$ cat src/rtl/dm_access_ctrl.sv
// dm_access_ctrl: load/store sequencer for the data-memory stage.
// It captures one pipeline access and drives a req/ack word memory with byte
// enables and lane-replicated store data. It stalls the pipeline until the
// access completes, and it returns sign- or zero-extended load data.
// Optional feature macro: DM_MISALIGN_TRAP_EN. When it is defined, a misaligned
// access is answered with an error and no memory request. When it is not
// defined, a misaligned address is force-aligned.
module dm_access_ctrl #(
    parameter int unsigned TIMEOUT_CYCLES = 255,
    parameter int unsigned ADDR_W         = 32
) (
    input  logic              clk,
    input  logic              rst,
    input  logic              req_valid,
    input  logic              req_we,
    input  logic [ADDR_W-1:0] req_addr,
    input  logic [1:0]        req_size,
    input  logic              req_unsigned,
    input  logic [31:0]       req_wdata,
    output logic              stall,
    output logic              resp_valid,
    output logic [31:0]       resp_rdata,
    output logic              resp_err,
    output logic              mem_req,
    output logic              mem_we,
    output logic [ADDR_W-1:0] mem_addr,
    output logic [3:0]        mem_be,
    output logic [31:0]       mem_wdata,
    input  logic              mem_ack,
    input  logic [31:0]       mem_rdata
);

    // The counter only has to reach TIMEOUT_CYCLES-1, because the abort is
    // taken during the WAIT cycle in which it holds that value.
    localparam int unsigned   TW     = (TIMEOUT_CYCLES > 1) ? $clog2(TIMEOUT_CYCLES) : 1;
    localparam int unsigned   TLIM   = (TIMEOUT_CYCLES == 0) ? 0 : TIMEOUT_CYCLES - 1;
    localparam logic [TW-1:0] TLIM_W = TW'(TLIM);

    typedef enum logic [1:0] {
        S_IDLE = 2'b00,
        S_WAIT = 2'b01,
        S_DONE = 2'b10
    } state_t;

    state_t              r_state;
    state_t              w_next;

    logic                r_we;
    logic [ADDR_W-1:0]   r_addr;
    logic [3:0]          r_be;
    logic [31:0]         r_wdata;
    logic [1:0]          r_size;
    logic [1:0]          r_lane;
    logic                r_unsigned;
    logic [31:0]         r_rdata;
    logic                r_err;
    logic [TW-1:0]       r_tcnt;

    logic [3:0]          w_be;
    logic [31:0]         w_wdata;
    logic [7:0]          w_lb;
    logic [15:0]         w_lh;
    logic [31:0]         w_ext;
    logic                w_tmo;
    logic                w_trap;

`ifdef DM_MISALIGN_TRAP_EN
    logic                w_misalign;
    assign w_misalign = ((req_size == 2'b01) && req_addr[0]) ||
                        (req_size[1] && (req_addr[1:0] != 2'b00));
    assign w_trap     = w_misalign;
`else
    // Force-alignment needs no extra logic. Half enables use only addr[1], word
    // enables are all ones, and mem_addr always clears bits [1:0].
    assign w_trap     = 1'b0;
`endif

    assign w_tmo      = (TIMEOUT_CYCLES != 0) && (r_tcnt == TLIM_W);
    assign resp_rdata = r_rdata;
    assign resp_err   = r_err;

    // Decode byte enables and replicated store data from the incoming request
    always_comb begin
        w_be    = 4'b1111;
        w_wdata = req_wdata;
        case (req_size)
            2'b00: begin
                w_be    = 4'b0001 << req_addr[1:0];
                w_wdata = {4{req_wdata[7:0]}};
            end
            2'b01: begin
                w_be    = req_addr[1] ? 4'b1100 : 4'b0011;
                w_wdata = {2{req_wdata[15:0]}};
            end
            default: begin
                w_be    = 4'b1111;
                w_wdata = req_wdata;
            end
        endcase
    end

    // Select the load lane from the returned word and extend it to 32 bits
    always_comb begin
        w_lb  = mem_rdata[{r_lane, 3'b000} +: 8];
        w_lh  = r_lane[1] ? mem_rdata[31:16] : mem_rdata[15:0];
        w_ext = mem_rdata;
        case (r_size)
            2'b00:   w_ext = {{24{w_lb[7] & ~r_unsigned}}, w_lb};
            2'b01:   w_ext = {{16{w_lh[15] & ~r_unsigned}}, w_lh};
            default: w_ext = mem_rdata;
        endcase
    end

    // State register
    always_ff @(posedge clk or posedge rst) begin
        if (rst) begin
            r_state <= S_IDLE;
        end else begin
            r_state <= w_next;
        end
    end

    // Next-state logic and handshake outputs
    always_comb begin
        w_next     = r_state;
        stall      = 1'b0;
        mem_req    = 1'b0;
        resp_valid = 1'b0;
        case (r_state)
            S_IDLE: begin
                // Gated by rst so that every output reads 0 while reset is held
                stall = req_valid & ~rst;
                if (req_valid) begin
                    w_next = w_trap ? S_DONE : S_WAIT;
                end
            end
            S_WAIT: begin
                stall   = 1'b1;
                mem_req = 1'b1;
                if (mem_ack || w_tmo) begin
                    w_next = S_DONE;
                end
            end
            S_DONE: begin
                resp_valid = 1'b1;
                w_next     = S_IDLE;
            end
            default: begin
                w_next = S_IDLE;
            end
        endcase
        mem_we    = mem_req & r_we;
        mem_addr  = mem_req ? r_addr  : '0;
        mem_be    = mem_req ? r_be    : '0;
        mem_wdata = mem_req ? r_wdata : '0;
    end

    // Capture the request, run the timeout counter and register the response
    always_ff @(posedge clk or posedge rst) begin
        if (rst) begin
            r_we       <= 1'b0;
            r_addr     <= '0;
            r_be       <= '0;
            r_wdata    <= '0;
            r_size     <= '0;
            r_lane     <= '0;
            r_unsigned <= 1'b0;
            r_rdata    <= '0;
            r_err      <= 1'b0;
            r_tcnt     <= '0;
        end else begin
            case (r_state)
                S_IDLE: begin
                    if (req_valid) begin
                        r_we       <= req_we;
                        r_addr     <= {req_addr[ADDR_W-1:2], 2'b00};
                        r_be       <= w_be;
                        r_wdata    <= w_wdata;
                        r_size     <= req_size;
                        r_lane     <= req_addr[1:0];
                        r_unsigned <= req_unsigned;
                        r_tcnt     <= '0;
                        r_rdata    <= '0;
                        r_err      <= w_trap;
                    end
                end
                S_WAIT: begin
                    if (mem_ack) begin
                        r_rdata <= r_we ? '0 : w_ext;
                        r_err   <= 1'b0;
                    end else if (w_tmo) begin
                        r_rdata <= '0;
                        r_err   <= 1'b1;
                    end
                    if (r_tcnt != TLIM_W) begin
                        r_tcnt <= r_tcnt + TW'(1);
                    end
                end
                S_DONE: begin
                    r_rdata <= '0;
                    r_err   <= 1'b0;
                end
                default: begin
                    r_rdata <= '0;
                    r_err   <= 1'b0;
                end
            endcase
        end
    end

endmodule

$ cat config.mk
export PLATFORM = sky130hd
export DESIGN_NAME = dm_access_ctrl
export DESIGN_NICKNAME = d
export VERILOG_FILES = /design/src/rtl/dm_access_ctrl.sv
export SDC_FILE = /design/constraint.sdc
export NUM_CORES = 1
export LEC_CHECK = 0
export ABC_AREA = 1
export BUFFER_PORTS_ARGS = -buffer_cell sky130_fd_sc_hd__buf_2
export CAP_MARGIN = 20
export CORE_UTILIZATION = 38
export CTS_CLUSTER_DIAMETER = 40
export DETAILED_ROUTE_END_ITERATION = 8
export GPL_ROUTABILITY_DRIVEN = 0
export MAX_ROUTING_LAYER = met4
export PLACE_DENSITY = 0.68
export SLEW_MARGIN = 20
export SYNTH_ARGS = -nofsm -noshare
export SYNTH_HDL_FRONTEND = slang
export SYNTH_SLANG_ARGS = --single-unit
$ cat constraint.sdc
create_clock -name clk -period 7.8 [get_ports clk]
set_input_delay 2.34 -clock clk [delete_from_list [all_inputs] [get_ports clk]]
set_output_delay 2.34 -clock clk [all_outputs]
set_load 0.01 [all_outputs]
-- After elaboration in Yosys (flattened, before gate mapping)
Cells that the tools add are included.
- add/subtract/negate cells: 1
- equality and inequality tests: 10
- shift-type cells: 2
- muxes and demuxes: 26
- bitwise logic cells: 6
- reductions and logical operators: 9
- operators by type and width (operator ; number):
    32-bit two-way mux ; 6
    32-bit case mux with 2 select lines ; 3
    32-bit by 6-bit variable part select with 8-bit output ; 1
    16-bit two-way mux ; 1
    8-bit two-way mux ; 2
    8-bit case mux with 2 select lines ; 1
    8-bit by 1-bit adder with 8-bit output (second input constant) ; 1
    8-bit equality test (second input constant) ; 1
    4-bit two-way mux ; 2
    8-bit inequality test (second input constant) ; 1
    4-bit case mux with 2 select lines ; 1
    2-bit by 1-bit equality test with 1-bit output (second input constant) ; 3
    2-bit logical NOT ; 3
    2-bit inequality test (second input constant) ; 3
    2-bit AND reduction ; 3
    1-bit two-way mux ; 5
    1-bit AND ; 4
    2-bit two-way mux ; 2
    1-bit case mux with 2 select lines ; 2
    2-bit case mux with 2 select lines ; 1
    1-bit by 2-bit << shifter with 4-bit output (first input constant) ; 1
    3-bit inequality test (second input constant) ; 1
    3-bit AND reduction ; 1
    2-bit equality test (second input constant) ; 1
    other kinds (3) ; 4
- bits in registers: 115
- word-level logic and storage cells: 65

-- Depth between registers and ports, before layout
- depth after elaboration: 6
- gate-level depth with buffers: 11
- depth with buffers taken out: 10

-- Worst setup path after synthesis
Ideal clock, no wire load.
- path type: input -> output
- start point: in req_valid
- end point: out stall
- data arrival time: 2730 ps
- path slack: 2730 ps
- stages on the path: 2
- path buffers: 0
- cells stage by stage: inv_1 > o31ai_1
- word-level cells in the longest chain between the ends: 2
- RTL lines (element ; line ; RTL):
    start: declaration ; 14 ; input logic req_valid,
    1-bit AND ; 132 ; stall = req_valid & ~rst;
    1-bit case mux with 2 select lines ; 129 ; case (r_state)
    end: declaration ; 20 ; output logic stall,
No other way between the ends.

-- Worst setup path after layout
Ends and elaborated chain as after synthesis.

==> run summary <==
The critical path goes through buf_2, inv_1, o31ai_1, buf_2. The synthesized design contains 0 enable-type register cells. The worst slew margin relative to its limit came out at 0.3190.

Dividing the detail-routed via count by the number of cells gives 4.756. The distinct cell type count of the synthesized netlist came out at 30. The commonest cells after synthesis are 249 x sky130_fd_sc_hd__nand2_1, 115 x sky130_fd_sc_hd__dfrtp_1, 111 x sky130_fd_sc_hd__inv_1. For this run, the total global-route usage over all layers was measured as 0.2122. The run finished with clean final reports. The clock tree buffer depth is 2.

In the final layout, the share of cells above drive strength 1 is 0.2557. The count of max-cap constraint violations came out at 0. The number of slew-limit violations in the final report came to 0. The total negative slack is 0 ns. The detailed placement HPWL is 11.05 mm. The share of the yosys chip area belonging to registers came out at 0.4887.

Summed over all cells, the static leakage comes to 4.339 nW. The fraction of the cycle the final worst path needs came out at 0.6644. For this run, the leading register cell type out of synthesis is sky130_fd_sc_hd__dfrtp_1. In this run, post-CTS hold repair placed 0 buffers. The worst-case IR drop observed on VDD is 169.0 uV. The transition at the pin with the smallest max-transition slack came out at 1.019 ns. Once layout is complete, the cells apart from fillers number 1197.

The number of buffers inserted by port buffering came out at 206. In this run the remaining antenna-violating nets after routing total 0. The worst setup path is captured at a primary output.

The summed area of non-filler cells in the final layout is 7545 sq um. The number of design-rule violations left by the first detailed-router iteration came out at 332. The cell count after placement came out at 1165. The fraction of registers with async set or reset after synthesis came out at 1.000.

The maximum net fanout on the critical path came out at 2. The timing-limited maximum frequency is 0.1930 GHz. Across the routed clock network, the largest skew measured is 0.007496 ns.

The clock slew seen by the registers of the worst setup and hold paths is 0.05 ns. The first detailed-routing pass ran for 5 iterations. The die span in y is 126.5 microns. The maximum number of pins on one net before global-route repair came out at 109. The number of warning messages in the yosys log is 0. The endpoint required time on the critical path came out at 5.46 ns. The arrival time of data at the critical path endpoint came out at 2.84 ns. The routed wirelength normalized by instance count came out at 13.12 microns. The class of the tightest hold or removal check is reg -> reg. In this run, synthesis produced a sequential element count of 115. The combined buffer and inverter count along the critical path came out at 3. TritonCTS created 17 clock buffers. The layout overhead on the synthesized area is 28.13%.

The I/O pin total is 209. The count of final hold-check violations came out at 0. The critical path class is in -> out.

For this configuration, the core starts out at a cell density of 0.3888. In the final design database the tool counted 1102 nets. The total power density per cell area is 373.2 nW/um^2. The cell type with the largest total area after synthesis is sky130_fd_sc_hd__dfrtp_1. The total vias in the final route came out at 5693. The number of design rule violations left after detail routing is 0. The clock net in this run drives a total of 115 sinks.

The layout has 1545 filler cells. TritonCTS built the clock tree. The number of endpoints failing setup at the final stage is 0.

Synthesis produced a netlist whose cell count is 808. The insertion delay of the later-clocked pin in the worst-skew pair came out at 0.41 ns. The post-synth design cell area came out at 5888 sq um.

The maximum level of the CTS H-tree came out at 4. The first-pass GRT wire length came out at 25.89 mm. The total wirelength of the detailed-routed design came out at 15.71 mm. On the critical path, the stage with the largest delay is an instance of sky130_fd_sc_hd__o31ai_1. The number of global-route vias before repair is 5316. The number of post-CTS setup repair buffers is 0. Among the stages of the critical path, the cell type that occurs most often is sky130_fd_sc_hd__buf_2. The area fraction of the dominant cell type after synthesis is 0.4887. The sum of overflow across all layers after global routing is 0.

By area the synthesized netlist is led by sky130_fd_sc_hd__dfrtp_1 49%, sky130_fd_sc_hd__nand2_1 16%, sky130_fd_sc_hd__o21ai_0 8.9%. The initial antenna violation count is 0. The placed instances occupy a cell area of 6972 sq um. The highest cell delay on the worst timing path is 0.17 ns. The top cell family by delay on the critical path is buffers and inverters. The core footprint came out at 15150 sq um. The number of rows created at floorplan is 45.

The total die area is 16000 sq um. The mean instance size in the synthesized netlist is 7.287 sq um. STA classifies the critical path startpoint as an input pin. Yosys instantiated no cell more often than sky130_fd_sc_hd__nand2_1. The final critical delay including setup and external delays is 5.183 ns. Once layout is complete, the utilization of the core stands at 0.4981. The die extent in x is 126.5 microns. In this run, post-CTS repair resized a total of 0 instances. The number of inserted diodes is 0. Setup repair after global routing left no endpoint under its margin. The CTS root buffer is sky130_fd_sc_hd__clkbuf_16.
==> flip-flops by register name, summed over array words and instances (netlist names) <==
signal,count
r_lane,2
r_we,1
r_tcnt,8
r_state,2
r_be,4
resp_rdata,32
r_wdata,32
resp_err,1
r_addr,30
r_unsigned,1
r_size,2
==> path summary, 6_finish.rpt <==
kind,slack (ns),start,end,depth (start not counted)
max,2.62,req_valid,stall,4
min,0.46,resp_rdata[0],resp_rdata[0],2
max reg2reg,5.37,r_size[1],resp_rdata[18],9
min reg2reg,0.46,resp_rdata[0],resp_rdata[0],2
max in group asynchronous,4.54,rst,r_unsigned,3
min in group asynchronous,2.06,rst,r_addr[4],2
==> per-layer routing <==
layer | GRT usage | routed length, microns
met3 | 0.05483 | 1144
met5 | - | 0
met4 | 0.06733 | 142
met1 | 0.2863 | 7538
met2 | 0.3110 | 6879
==> stage by stage <==
step	setup WS [ns]	hold WS (ns)	power, mW
floorplan	2.416	0.4530	1.733
global placement	2.622	0.4475	2.061
detailed placement	2.622	0.4547	2.086
CTS	2.621	0.4682	2.842
global route	2.561	0.4915	3.053
finish	2.617	0.4620	2.815
==> power breakdown <==
part / total [mW] / internal (mW) / switching (mW)
combinational: 1.11 / 0.375 / 0.736
sequential: 0.961 / 0.837 / 0.124
clock: 0.743 / 0.462 / 0.281
==> final cells by class <==
type,count,area (sq um),share of cell area
multi-input combinational,537,2364,0.3133
inverter,115,434.2,0.05755
clock inverter,12,106.4,0.01410
sequential,115,2878,0.3814
timing repair buffer,210,1061,0.1406
clock buffer,20,466.7,0.06186
tap,188,235.2,0.03118
==> cells by family after synthesis <==
family                     after synthesis  synth area share
other                                    1         0.0006369
AOI/OAI and AO/OA                      155            0.1381
buffers and inverters                  157            0.1105
xor gates and xnor gates                 2          0.002975
and+or+nand+nor                        376            0.2548
DFF                                    115            0.4887
adders and majority gates                2          0.004249
==> worst min-delay path, stage by stage (launching register included) <==
cell and delay, ns:
sky130_fd_sc_hd__dfrtp_1 0.34, sky130_fd_sc_hd__nand2_1 0.05, sky130_fd_sc_hd__nand2_1 0.04
==> cell usage in the layout (no fill, tap or decap), types with 3 or more instances in the layout <==
cell,synthesis,layout
sky130_fd_sc_hd__inv_1,111,110
sky130_fd_sc_hd__buf_2,9,206
sky130_fd_sc_hd__a21oi_1,34,34
sky130_fd_sc_hd__nor2_1,99,99
sky130_fd_sc_hd__nand4_1,4,4
sky130_fd_sc_hd__nand2_1,249,249
sky130_fd_sc_hd__dfrtp_1,115,115
sky130_fd_sc_hd__nand3_1,14,14
sky130_fd_sc_hd__buf_4,3,4
sky130_fd_sc_hd__clkinv_2,0,4
sky130_fd_sc_hd__clkinvlp_4,0,4
sky130_fd_sc_hd__nand2_2,3,3
sky130_fd_sc_hd__o21ai_0,105,105
sky130_fd_sc_hd__nor2_4,3,3
sky130_fd_sc_hd__inv_2,4,4
sky130_fd_sc_hd__clkbuf_8,0,3
sky130_fd_sc_hd__a22oi_1,8,8
sky130_fd_sc_hd__clkbuf_16,0,17
Power figures use the tool's default switching activity.
